--- src/rtl/mc_ctrl_pkg.sv ---
// Purpose : shared encodings for the multicycle controller (states, opcodes, ALU/mux selects).
// Latency : n/a (package only).
// Backpressure: n/a.
// Contents: state constants, opcode constants, ALUOp codes, ALUSrcB/PCSource encodings
//           and the DECODE dispatch function. Honours MC_CTRL_JUMP_EN (jump support).
package mc_ctrl_pkg;

    // State register encoding; plain constants keep the encoding fixed for older tools.
    typedef logic [3:0] state_t;

    localparam state_t S_INIT     = 4'd0;
    localparam state_t S_FETCH    = 4'd1;
    localparam state_t S_DECODE   = 4'd2;
    localparam state_t S_MEMADR   = 4'd3;
    localparam state_t S_MEMRD    = 4'd4;
    localparam state_t S_MEMWB    = 4'd5;
    localparam state_t S_MEMWR    = 4'd6;
    localparam state_t S_RTYPE_EX = 4'd7;
    localparam state_t S_RTYPE_WB = 4'd8;
    localparam state_t S_BEQ_EX   = 4'd9;
    localparam state_t S_ADDI_EX  = 4'd10;
    localparam state_t S_ADDI_WB  = 4'd11;
    localparam state_t S_JUMP     = 4'd12;
    localparam state_t S_ILLEGAL  = 4'd13;

    localparam logic [5:0] OP_RTYPE = 6'b000000;
    localparam logic [5:0] OP_LW    = 6'b100011;
    localparam logic [5:0] OP_SW    = 6'b101011;
    localparam logic [5:0] OP_BEQ   = 6'b000100;
    localparam logic [5:0] OP_ADDI  = 6'b001000;
    localparam logic [5:0] OP_J     = 6'b000010;

    // Narrow ALU op codes; the top zero-extends them to the configured width.
    localparam logic [1:0] ALUOP_ADD   = 2'd0;
    localparam logic [1:0] ALUOP_SUB   = 2'd1;
    localparam logic [1:0] ALUOP_FUNCT = 2'd2;

    typedef enum logic [1:0] {
        SRCB_REG   = 2'b00,
        SRCB_FOUR  = 2'b01,
        SRCB_SEXT  = 2'b10,
        SRCB_SHIFT = 2'b11
    } srcb_e;

    typedef enum logic [1:0] {
        PCSRC_ALU    = 2'b00,
        PCSRC_ALUOUT = 2'b01,
        PCSRC_JUMP   = 2'b10
    } pcsrc_e;

    // DECODE dispatch: anything not recognised becomes an illegal-instruction trap.
    function automatic state_t decode_next(input logic [5:0] op);
        state_t nxt;
        case (op)
            OP_RTYPE:     nxt = S_RTYPE_EX;
            OP_LW, OP_SW: nxt = S_MEMADR;
            OP_BEQ:       nxt = S_BEQ_EX;
            OP_ADDI:      nxt = S_ADDI_EX;
`ifdef MC_CTRL_JUMP_EN
            OP_J:         nxt = S_JUMP;
`endif
            default:      nxt = S_ILLEGAL;
        endcase
        return nxt;
    endfunction

endpackage

--- src/rtl/mc_retire_counter.sv ---
// Purpose : wrapping count of retired instructions.
// Latency : count reflects an increment on the edge ending the inc cycle.
// Backpressure: none; inc is sampled every cycle.
// Ports   : clk, rst_n (async active-low clear), inc (retire pulse), count (CNT_W).
module mc_retire_counter
    import mc_ctrl_pkg::*;
#(
    parameter int CNT_W = 16
) (
    input  logic             clk,
    input  logic             rst_n,
    input  logic             inc,
    output logic [CNT_W-1:0] count
);

    // Natural modular wrap from all-ones back to zero.
    always_ff @(posedge clk or negedge rst_n) begin
        if (!rst_n) begin
            count <= '0;
        end else if (inc) begin
            count <= count + CNT_W'(1);
        end
    end

endmodule

--- src/rtl/multicycle_control.sv ---
// Purpose : Moore FSM generating datapath controls for a multicycle MIPS-style core.
// Latency : R 4, lw 5, sw 4, beq 3, addi 4, j 3 cycles; +1 per MEM_READY=0 cycle in a memory state.
// Backpressure: FETCH/MEMRD/MEMWR hold until MEM_READY=1.
// Ports   : CLK, RST_N (async active-low), OPCODE, MEM_READY in; datapath controls,
//           PCSource, ALUSrcB, ALUOp (ALUOP_W), Exception, INSTR_DONE, RETIRED (CNT_W) out.
// Config  : define MC_CTRL_JUMP_EN to execute opcode 000010 as a jump; otherwise it traps.
module multicycle_control
    import mc_ctrl_pkg::*;
#(
    parameter int ALUOP_W = 3,
    parameter int CNT_W   = 16
) (
    input  logic               CLK,
    input  logic               RST_N,
    input  logic [5:0]         OPCODE,
    input  logic               MEM_READY,
    output logic               PCWrite,
    output logic               PCWriteCond,
    output logic               IorD,
    output logic               MemRead,
    output logic               MemWrite,
    output logic               MemToReg,
    output logic               IRWrite,
    output logic               ALUSrcA,
    output logic               RegWrite,
    output logic               RegDst,
    output logic [1:0]         PCSource,
    output logic [1:0]         ALUSrcB,
    output logic [ALUOP_W-1:0] ALUOp,
    output logic               Exception,
    output logic               INSTR_DONE,
    output logic [CNT_W-1:0]   RETIRED
);

    state_t     state;
    state_t     next_state;
    logic [1:0] alu_op;
    logic       retire;

    always_ff @(posedge CLK or negedge RST_N) begin
        if (!RST_N) begin
            state <= S_INIT;
        end else begin
            state <= next_state;
        end
    end

    // Outputs depend only on state (and MEM_READY in memory states), so the
    // async reset into INIT drives every output low immediately.
    always_comb begin
        next_state  = state;
        PCWrite     = 1'b0;
        PCWriteCond = 1'b0;
        IorD        = 1'b0;
        MemRead     = 1'b0;
        MemWrite    = 1'b0;
        MemToReg    = 1'b0;
        IRWrite     = 1'b0;
        ALUSrcA     = 1'b0;
        RegWrite    = 1'b0;
        RegDst      = 1'b0;
        PCSource    = PCSRC_ALU;
        ALUSrcB     = SRCB_REG;
        alu_op      = ALUOP_ADD;
        Exception   = 1'b0;
        retire      = 1'b0;
        case (state)
            S_INIT: begin
                next_state = S_FETCH;
            end
            S_FETCH: begin
                MemRead = 1'b1;
                ALUSrcB = SRCB_FOUR;
                // IR and PC+4 commit only in the cycle the fetch completes.
                IRWrite = MEM_READY;
                PCWrite = MEM_READY;
                if (MEM_READY) next_state = S_DECODE;
            end
            S_DECODE: begin
                ALUSrcB    = SRCB_SHIFT;
                next_state = decode_next(OPCODE);
            end
            S_MEMADR: begin
                ALUSrcA    = 1'b1;
                ALUSrcB    = SRCB_SEXT;
                next_state = (OPCODE == OP_LW) ? S_MEMRD : S_MEMWR;
            end
            S_MEMRD: begin
                IorD    = 1'b1;
                MemRead = 1'b1;
                if (MEM_READY) next_state = S_MEMWB;
            end
            S_MEMWB: begin
                MemToReg   = 1'b1;
                RegWrite   = 1'b1;
                retire     = 1'b1;
                next_state = S_FETCH;
            end
            S_MEMWR: begin
                IorD     = 1'b1;
                MemWrite = 1'b1;
                // A store retires only in the cycle memory accepts it.
                retire   = MEM_READY;
                if (MEM_READY) next_state = S_FETCH;
            end
            S_RTYPE_EX: begin
                ALUSrcA    = 1'b1;
                alu_op     = ALUOP_FUNCT;
                next_state = S_RTYPE_WB;
            end
            S_RTYPE_WB: begin
                RegDst     = 1'b1;
                RegWrite   = 1'b1;
                retire     = 1'b1;
                next_state = S_FETCH;
            end
            S_BEQ_EX: begin
                ALUSrcA     = 1'b1;
                alu_op      = ALUOP_SUB;
                PCWriteCond = 1'b1;
                PCSource    = PCSRC_ALUOUT;
                retire      = 1'b1;
                next_state  = S_FETCH;
            end
            S_ADDI_EX: begin
                ALUSrcA    = 1'b1;
                ALUSrcB    = SRCB_SEXT;
                next_state = S_ADDI_WB;
            end
            S_ADDI_WB: begin
                RegWrite   = 1'b1;
                retire     = 1'b1;
                next_state = S_FETCH;
            end
`ifdef MC_CTRL_JUMP_EN
            S_JUMP: begin
                PCWrite    = 1'b1;
                PCSource   = PCSRC_JUMP;
                retire     = 1'b1;
                next_state = S_FETCH;
            end
`endif
            S_ILLEGAL: begin
                // Trap does not retire and writes no architectural state.
                Exception  = 1'b1;
                next_state = S_FETCH;
            end
            default: begin
                next_state = S_INIT;
            end
        endcase
    end

    assign ALUOp      = {{(ALUOP_W-2){1'b0}}, alu_op};
    assign INSTR_DONE = retire;

    mc_retire_counter #(
        .CNT_W (CNT_W)
    ) u_retire_counter (
        .clk   (CLK),
        .rst_n (RST_N),
        .inc   (retire),
        .count (RETIRED)
    );

endmodule

--- config.mk ---
export PLATFORM = sky130hd
export DESIGN_NAME = multicycle_control
export DESIGN_NICKNAME = d
export VERILOG_FILES = /design/src/rtl/mc_ctrl_pkg.sv /design/src/rtl/mc_retire_counter.sv /design/src/rtl/multicycle_control.sv
export SDC_FILE = /design/constraint.sdc
export NUM_CORES = 1
export LEC_CHECK = 0
export BUFFER_PORTS_ARGS = -buffer_cell sky130_fd_sc_hd__buf_2
export CORE_MARGIN = 5
export CORE_UTILIZATION = 27
export CTS_CLUSTER_SIZE = 20
export DETAILED_ROUTE_END_ITERATION = 10
export PLACE_DENSITY = 0.49
export SLEW_MARGIN = 20
export SYNTH_ARGS = -nofsm -noshare
export SYNTH_HDL_FRONTEND = slang
export SYNTH_HIERARCHICAL = 1
export SYNTH_SLANG_ARGS = --single-unit
--- constraint.sdc ---
create_clock -name CLK -period 6.03 [get_ports CLK]
set_clock_uncertainty 0.1 [all_clocks]
set_input_delay 0.603 -clock CLK [delete_from_list [all_inputs] [get_ports CLK]]
set_output_delay 0.603 -clock CLK [all_outputs]
set_load 0.01 [all_outputs]
# Word-level counts from Yosys, hierarchy flattened
# Index checks and enable logic that the tools add are counted.
[word_totals] register_bits=20 latchBits=0 ramBits=0 romBits=0 inputBits=9 n_memories=0
[op_classes] addsub=1 multipliers=0 div_mod_pow=0 magnitude_cmp=0 eq_ne=19 shifts=0 mux=20 n_bitwise=0 n_reduce_logical=11
[ops] operator="one-hot mux 4 bit (8 select lines)" n=1
[ops] operator="equality test 4 bit, second input constant" n=5
[ops] operator="adder 16 x 1 -> 16 bit, second input constant" n=1
[ops] operator="equality test 4 x 3 -> 1 bit, second input constant" n=4
[ops] operator="one-hot mux 4 bit (4 select lines)" n=1
[ops] operator="equality test 6 bit, second input constant" n=2
[ops] operator="two-way mux 4 bit" n=3
[ops] operator="two-way mux 1 bit" n=11
[ops] operator="equality test 4 x 2 -> 1 bit, second input constant" n=2
[ops] operator="OR reduction 2 bit" n=4
[ops] operator="OR reduction 4 bit" n=2
[ops] operator="equality test 6 x 3 -> 1 bit, second input constant" n=1
[ops] operator="equality test 6 x 4 -> 1 bit, second input constant" n=1
[ops] operator="logical NOT 6 bit" n=1
[ops] operator="!= test 2 bit, second input constant" n=3
[ops] operator="one-hot mux 2 bit (3 select lines)" n=1
[ops] operator="OR reduction 6 bit" n=1
[ops] operator="equality test 4 x 1 -> 1 bit, second input constant" n=1
[ops] operator="logical NOT 4 bit" n=1
[ops] operator="one-hot mux 2 bit (2 select lines)" n=1
[ops] operator="AND reduction 3 bit" n=1
[ops] operator="OR reduction 3 bit" n=1
[ops] operator="two-way mux 2 bit" n=1
[ops] operator="one-hot mux 1 bit (2 select lines)" n=1

# Logic depth before layout (Yosys ltp)
[logic_depth] word_depth=4 mapped_depth=9 depth_no_buf=8

# Cells and area by module
# Netlist, hierarchy kept.
[modules_own_cells] module="mc_retire_counter" n_inst=1 cells_per_inst=56 area_each_um2=695.7 seq_area_each_um2=400.4
[modules_own_cells] module="multicycle_control" n_inst=1 cells_per_inst=75 area_each_um2=493.0 seq_area_each_um2=100.1

# Worst setup path after synthesis
# No wires, ideal clock.
[synth_timing] path_type="input to register" start="input port MEM_READY" end="register u_retire_counter.count[12]" arrival_time_ns=2.247 required_ns=5.851 setup_slack_ns=3.604 stages=7 path_buffers=1 path_cell_list="clkbuf_1 a21oi_1 o22ai_1 nand4_4 nor3_2 and4_1 xor2_1"
[synth_between] elab_chain_cells=1
[synth_rtl] element="start: declaration" line_no="multicycle_control.sv:16" text="input logic MEM_READY,"
[synth_rtl] element="one-hot mux 1 bit (2 select lines)" line_no="multicycle_control.sv:67" text="case (state)"
[synth_rtl] element="via INSTR_DONE" line_no="multicycle_control.sv:31" text="output logic INSTR_DONE,"
[synth_rtl] element="end signal: assignment" line_no="mc_retire_counter.sv:21" text="count <= count + CNT_W'(1);"
[synth_rtl] element="end: declaration" line_no="mc_retire_counter.sv:13" text="output logic [CNT_W-1:0] count"
# The timed path passes the listed nets, and every way through them passes these cells.
# A chain may end at the register's enable or synchronous reset.

# Final worst setup path
[layout_timing] start="register state[0]" end="output port INSTR_DONE"
[layout_between] elab_chain_cells=3 elab_cells_between_ends=7 cone_classes="eq/ne (5); mux (1); reduce/logical (1)"
[layout_rtl] element="start: declaration" line_no="multicycle_control.sv:35" text="state_t state;"
[layout_rtl] element="start signal: assignment" line_no="multicycle_control.sv:44" text="state <= next_state;"
[layout_rtl] element="equality test 4 bit / equality test 4 x 3 -> 1 bit (equally long branches)" line_no="multicycle_control.sv:67"
[layout_rtl] element="OR reduction 4 bit (no source line)"
[layout_rtl] element="one-hot mux 1 bit (2 select lines) (*)" line_no="multicycle_control.sv:67"
[layout_rtl] element="end: declaration" line_no="multicycle_control.sv:31"
# Mark *: on every way between the ends. The rest lies on a longest branch, timed or not.

==> flow_summary.html <==
<table>
<tr><th>Metric</th><th>Value</th></tr>
<tr><th colspan="2">Run</th></tr>
<tr><td>Number of violations of the max-capacitance limit</td><td>0</td></tr>
<tr><th colspan="2">Critical path</th></tr>
<tr><td>Reg-to-reg critical path startpoint</td><td>state[0]$_DFFE_PN0P_</td></tr>
<tr><td>RR Endpoint</td><td>u_retire_counter/count[12]$_DFFE_PN0P_</td></tr>
<tr><td>Maximum net fanout on the critical path</td><td>15</td></tr>
<tr><td>Register-to-register path setup slack</td><td>3.43 ns</td></tr>
<tr><td>Cell type of the slowest stage on the worst timing path</td><td>dfrtp_1</td></tr>
<tr><td>Number of buffer and inverter stages on the critical path</td><td>2</td></tr>
<tr><td>CP required</td><td>5.33 ns</td></tr>
<tr><td>Cell Chain, Critical Path</td><td>inv_1, nor2_1, a21oi_1, o22ai_1, buf_2</td></tr>
<tr><td>Endpoint arrival time on the critical path</td><td>2.12 ns</td></tr>
<tr><td>Worst Reg2Reg Path Length in Cells</td><td>8</td></tr>
<tr><td>Critical path launch point type</td><td>flip-flop</td></tr>
<tr><td>Maximum single-stage delay on the critical path</td><td>0.62 ns</td></tr>
<tr><td>Kind of capture point of the worst setup path</td><td>primary output</td></tr>
<tr><td>Start-to-end type of the worst setup path</td><td>reg2out</td></tr>
<tr><td>Cell type group with the largest total delay on the critical path</td><td>compound AO/OA/AOI/OAI gates</td></tr>
<tr><th colspan="2">STA</th></tr>
<tr><td>Setup Total Neg Slack</td><td>0 ns</td></tr>
<tr><td>Final worst path period need</td><td>2.822 ns</td></tr>
<tr><td>F_max</td><td>between 0.3 and 0.4 GHz</td></tr>
<tr><td>Endpoints failing setup</td><td>0</td></tr>
<tr><td>Number of pins exceeding their max-slew limit in the final report</td><td>0</td></tr>
<tr><td>Setup repair after global routing missed its margin</td><td>false</td></tr>
<tr><td>Slew margin rel.</td><td>a little over half</td></tr>
<tr><td>Part of the cycle the worst path needs</td><td>between 40 and 50%</td></tr>
<tr><td>Number of endpoints with negative hold slack in the final report</td><td>0</td></tr>
<tr><td>Slew at the pin closest to its max-slew limit</td><td>0.6787 ns</td></tr>
<tr><th colspan="2">Global route</th></tr>
<tr><td>Via count of the first global-routing pass</td><td>1045</td></tr>
<tr><td>Maximum number of pins on one net before global-route repair</td><td>21</td></tr>
<tr><td>GR Overflow Total</td><td>0</td></tr>
<tr><td>Combined global-route utilization of all metal layers</td><td>10.02%</td></tr>
<tr><td>Wire length of the first global-routing pass</td><td>4.981 mm</td></tr>
<tr><td>Antenna violations before repair</td><td>0</td></tr>
<tr><th colspan="2">Synth</th></tr>
<tr><td>Number of distinct library cell variants in the gate-level netlist after synthesis</td><td>34</td></tr>
<tr><td>Count of mapped cells out of synthesis</td><td>approximately 130</td></tr>
<tr><td>Simple logic cell fraction of the synthesized area</td><td>26.63%</td></tr>
<tr><td>Number of warnings issued by yosys</td><td>6</td></tr>
<tr><td>Share of the synthesized netlist area taken by xor and xnor gates</td><td>12.53%</td></tr>
<tr><td>Share of synthesized area spent on multiplexers</td><td>0.9474%</td></tr>
<tr><td>Synthesized area divided by synthesized cell count</td><td>9.074 sq um</td></tr>
<tr><td>Post-synthesis adder-cell area fraction</td><td>approximately 1.1%</td></tr>
<tr><td>Mapped Area</td><td>approximately 0.0012 sq mm</td></tr>
<tr><td>Main combinational cell family by area after synthesis</td><td>simple AND/OR/NAND/NOR gates</td></tr>
<tr><td>Number of flops mapped to enable cells by yosys</td><td>0</td></tr>
<tr><td>Sequential fraction of the synthesis area</td><td>42.11%</td></tr>
<tr><td>Number of register bits inferred by synthesis</td><td>20</td></tr>
<tr><td>Prevailing post-synth register cell</td><td>dfrtp_1</td></tr>
<tr><td>Post-synth ARST share</td><td>between 90% and 100%</td></tr>
<tr><td>Fraction of the mapped netlist area in compound gates</td><td>approximately a tenth</td></tr>
<tr><th colspan="2">Clock tree</th></tr>
<tr><td>Worst-skew pair later-pin latency</td><td>0.26 ns</td></tr>
<tr><td>Buffer type at the clock tree root</td><td>clkbuf_8</td></tr>
<tr><td>Clock-pin slew on the worst setup and hold paths</td><td>0.08 ns</td></tr>
<tr><td>Cts bufs inserted</td><td>3</td></tr>
<tr><td># resized after CTS</td><td>0</td></tr>
<tr><td>Maximum clock insertion buffer count</td><td>2</td></tr>
<tr><td>Number of H-tree levels</td><td>1</td></tr>
<tr><td>Cts hold-fix bufs</td><td>0</td></tr>
<tr><td>Post-CTS setup-driven buffer insertion count</td><td>0</td></tr>
<tr><td>CTS tree</td><td>yes</td></tr>
<tr><td>TritonCTS sink count</td><td>20</td></tr>
<tr><th colspan="2">Routing</th></tr>
<tr><td>Detailed-route via count</td><td>1053</td></tr>
<tr><td>Pre-antenna DRT Iters</td><td>4</td></tr>
<tr><td>Starting DRT DRC Count</td><td>43</td></tr>
<tr><td>WL/cell</td><td>13.15 um</td></tr>
<tr><td>Total Wirelength</td><td>2.880 mm</td></tr>
<tr><td>Residual DRC</td><td>0</td></tr>
<tr><td>Number of routed nets with antenna violations</td><td>0</td></tr>
<tr><td>Via-to-Cell Ratio</td><td>around 4.8</td></tr>
<tr><th colspan="2">Final layout</th></tr>
<tr><td>Commonest cells after routing, fill and taps aside</td><td>buf_2, dfrtp_1, nor2_1</td></tr>
<tr><td>Fill cell total of the finished layout</td><td>474</td></tr>
<tr><td>Most common library cell in the layout ignoring fill and taps</td><td>buf_2</td></tr>
<tr><td>Reg area</td><td>500.5 sq um</td></tr>
<tr><td>Area growth from synthesis to layout</td><td>22.63%</td></tr>
<tr><td>Share of layout cells above drive strength 1</td><td>29.34%</td></tr>
<tr><td>Fin nets</td><td>178</td></tr>
<tr><td>ANT cells</td><td>0</td></tr>
<tr><td>Multi-input logic area</td><td>between 600 and 700 sq um</td></tr>
<tr><td>Final core utilization</td><td>33.71%</td></tr>
<tr><th colspan="2">Die</th></tr>
<tr><td>Boundary pin count</td><td>44</td></tr>
<tr><td>Initial Util</td><td>a little over a quarter</td></tr>
<tr><td>Die Area</td><td>0.005829 sq mm</td></tr>
<tr><td>Core Box Area</td><td>0.004324 sq mm</td></tr>
<tr><td>Cell Rows</td><td>24</td></tr>
<tr><td>X dimension of the die</td><td>76.35 um</td></tr>
<tr><td>Die H</td><td>76.35 um</td></tr>
<tr><th colspan="2">Placed design</th></tr>
<tr><td>Port Buffers</td><td>41</td></tr>
<tr><td>HPWL Detailed</td><td>2.192 mm</td></tr>
<tr><td>Gp weighted congestion</td><td>approximately 0.79</td></tr>
<tr><th colspan="2">Pwr</th></tr>
<tr><td>Pleak</td><td>0.7282 nW</td></tr>
<tr><td>VDD IR max</td><td>175.1 uV</td></tr>
<tr><td>Ratio of total power to cell area</td><td>400.2 mW/mm^2</td></tr>
<tr><th colspan="2">Hold path</th></tr>
<tr><td>Class of the tightest hold or removal check</td><td>in2async</td></tr>
<tr><th colspan="2">Outcome</th></tr>
<tr><td>Status</td><td>finished clean</td></tr>
</table>
worst max path at each step:
stage	from	to	cells after the start
after floorplan	MEM_READY	u_retire_counter/count[12]$_DFFE_PN0P_	7
after global placement	state[1]$_DFFE_PN0P_	u_retire_counter/count[12]$_DFFE_PN0P_	8
after detailed placement	state[0]$_DFFE_PN0P_	u_retire_counter/count[12]$_DFFE_PN0P_	8
after CTS	state[0]$_DFFE_PN0P_	INSTR_DONE	5
after global routing	state[0]$_DFFE_PN0P_	INSTR_DONE	5
final	state[0]$_DFFE_PN0P_	INSTR_DONE	5
metal layers:
metal	vias to the layer above	GRT usage (%)	share of wire, %
met4	0	3.147	0.49
met2	46	16.35	45
met1	480	13.10	46
met3	2	2.246	7.7
met5	-	0	0
li1	525	-	-
sequential cells by signal, summed over array words and instances (netlist names):
| signal | count |
|---|---|
| state | 4 |
| u_retire_counter/count | 16 |
power by group:
group | switching (W) | internal, W
Combinational | 0.000144 | 0.000108
Sequential | 0.0000678 | 0.000162
Clock | 0.0000439 | 0.0000581
Yosys cell counts, types with 3 or more instances:
cell type	n	area [sq um]
and3_1	3	18.77
o22ai_1	3	18.77
xnor2_1	11	96.34
inv_1	3	11.26
nor2_1	18	67.56
nand3_1	6	30.03
nand4_1	4	25.02
nand2b_1	5	31.28
nand2_1	7	26.28
buf_4	5	37.54
xor2_1	6	52.55
dfrtp_1	20	500.5
buf_2	3	15.01
a21oi_1	7	35.03
nor3_1	6	30.03
cell families (layout without fill, tap and decap cells):
group | Yosys count | count (layout)
compound gates | 20 | 20
xor+xnor | 17 | 17
fa+ha+maj | 1 | 1
buf+inv | 13 | 48
flops | 20 | 20
mux | 1 | 1
other cells | 1 | 2
simple gates | 58 | 58
final cells by class:
class	count	area share, %
repair buffers	41	14.08
clock buffers	4	3.777
well taps	52	4.464
flip-flops and latches	20	34.33
inverters	3	0.7725
multi-input cells	99	42.58
through the flow:
stage / instance area, sq um / std cells / power [W] / worst slack (ns) / hold slack, ns
finish: 1458 / 219 / 0.0005834 / 3.208 / 0.1871
global route: 1458 / 219 / 0.0006343 / 2.971 / 0.2364
CTS: 1458 / 219 / 0.0005923 / 3.197 / 0.1965
detailed placement: 1403 / 215 / 0.0004851 / 3.441 / 0.3785
global placement: 1403 / 215 / 0.0004807 / 3.570 / 0.3758
floorplan: 1192 / 132 / 0.0003977 / 3.604 / 0.2074
No activity file was read; power rests on OpenSTA's default activity.
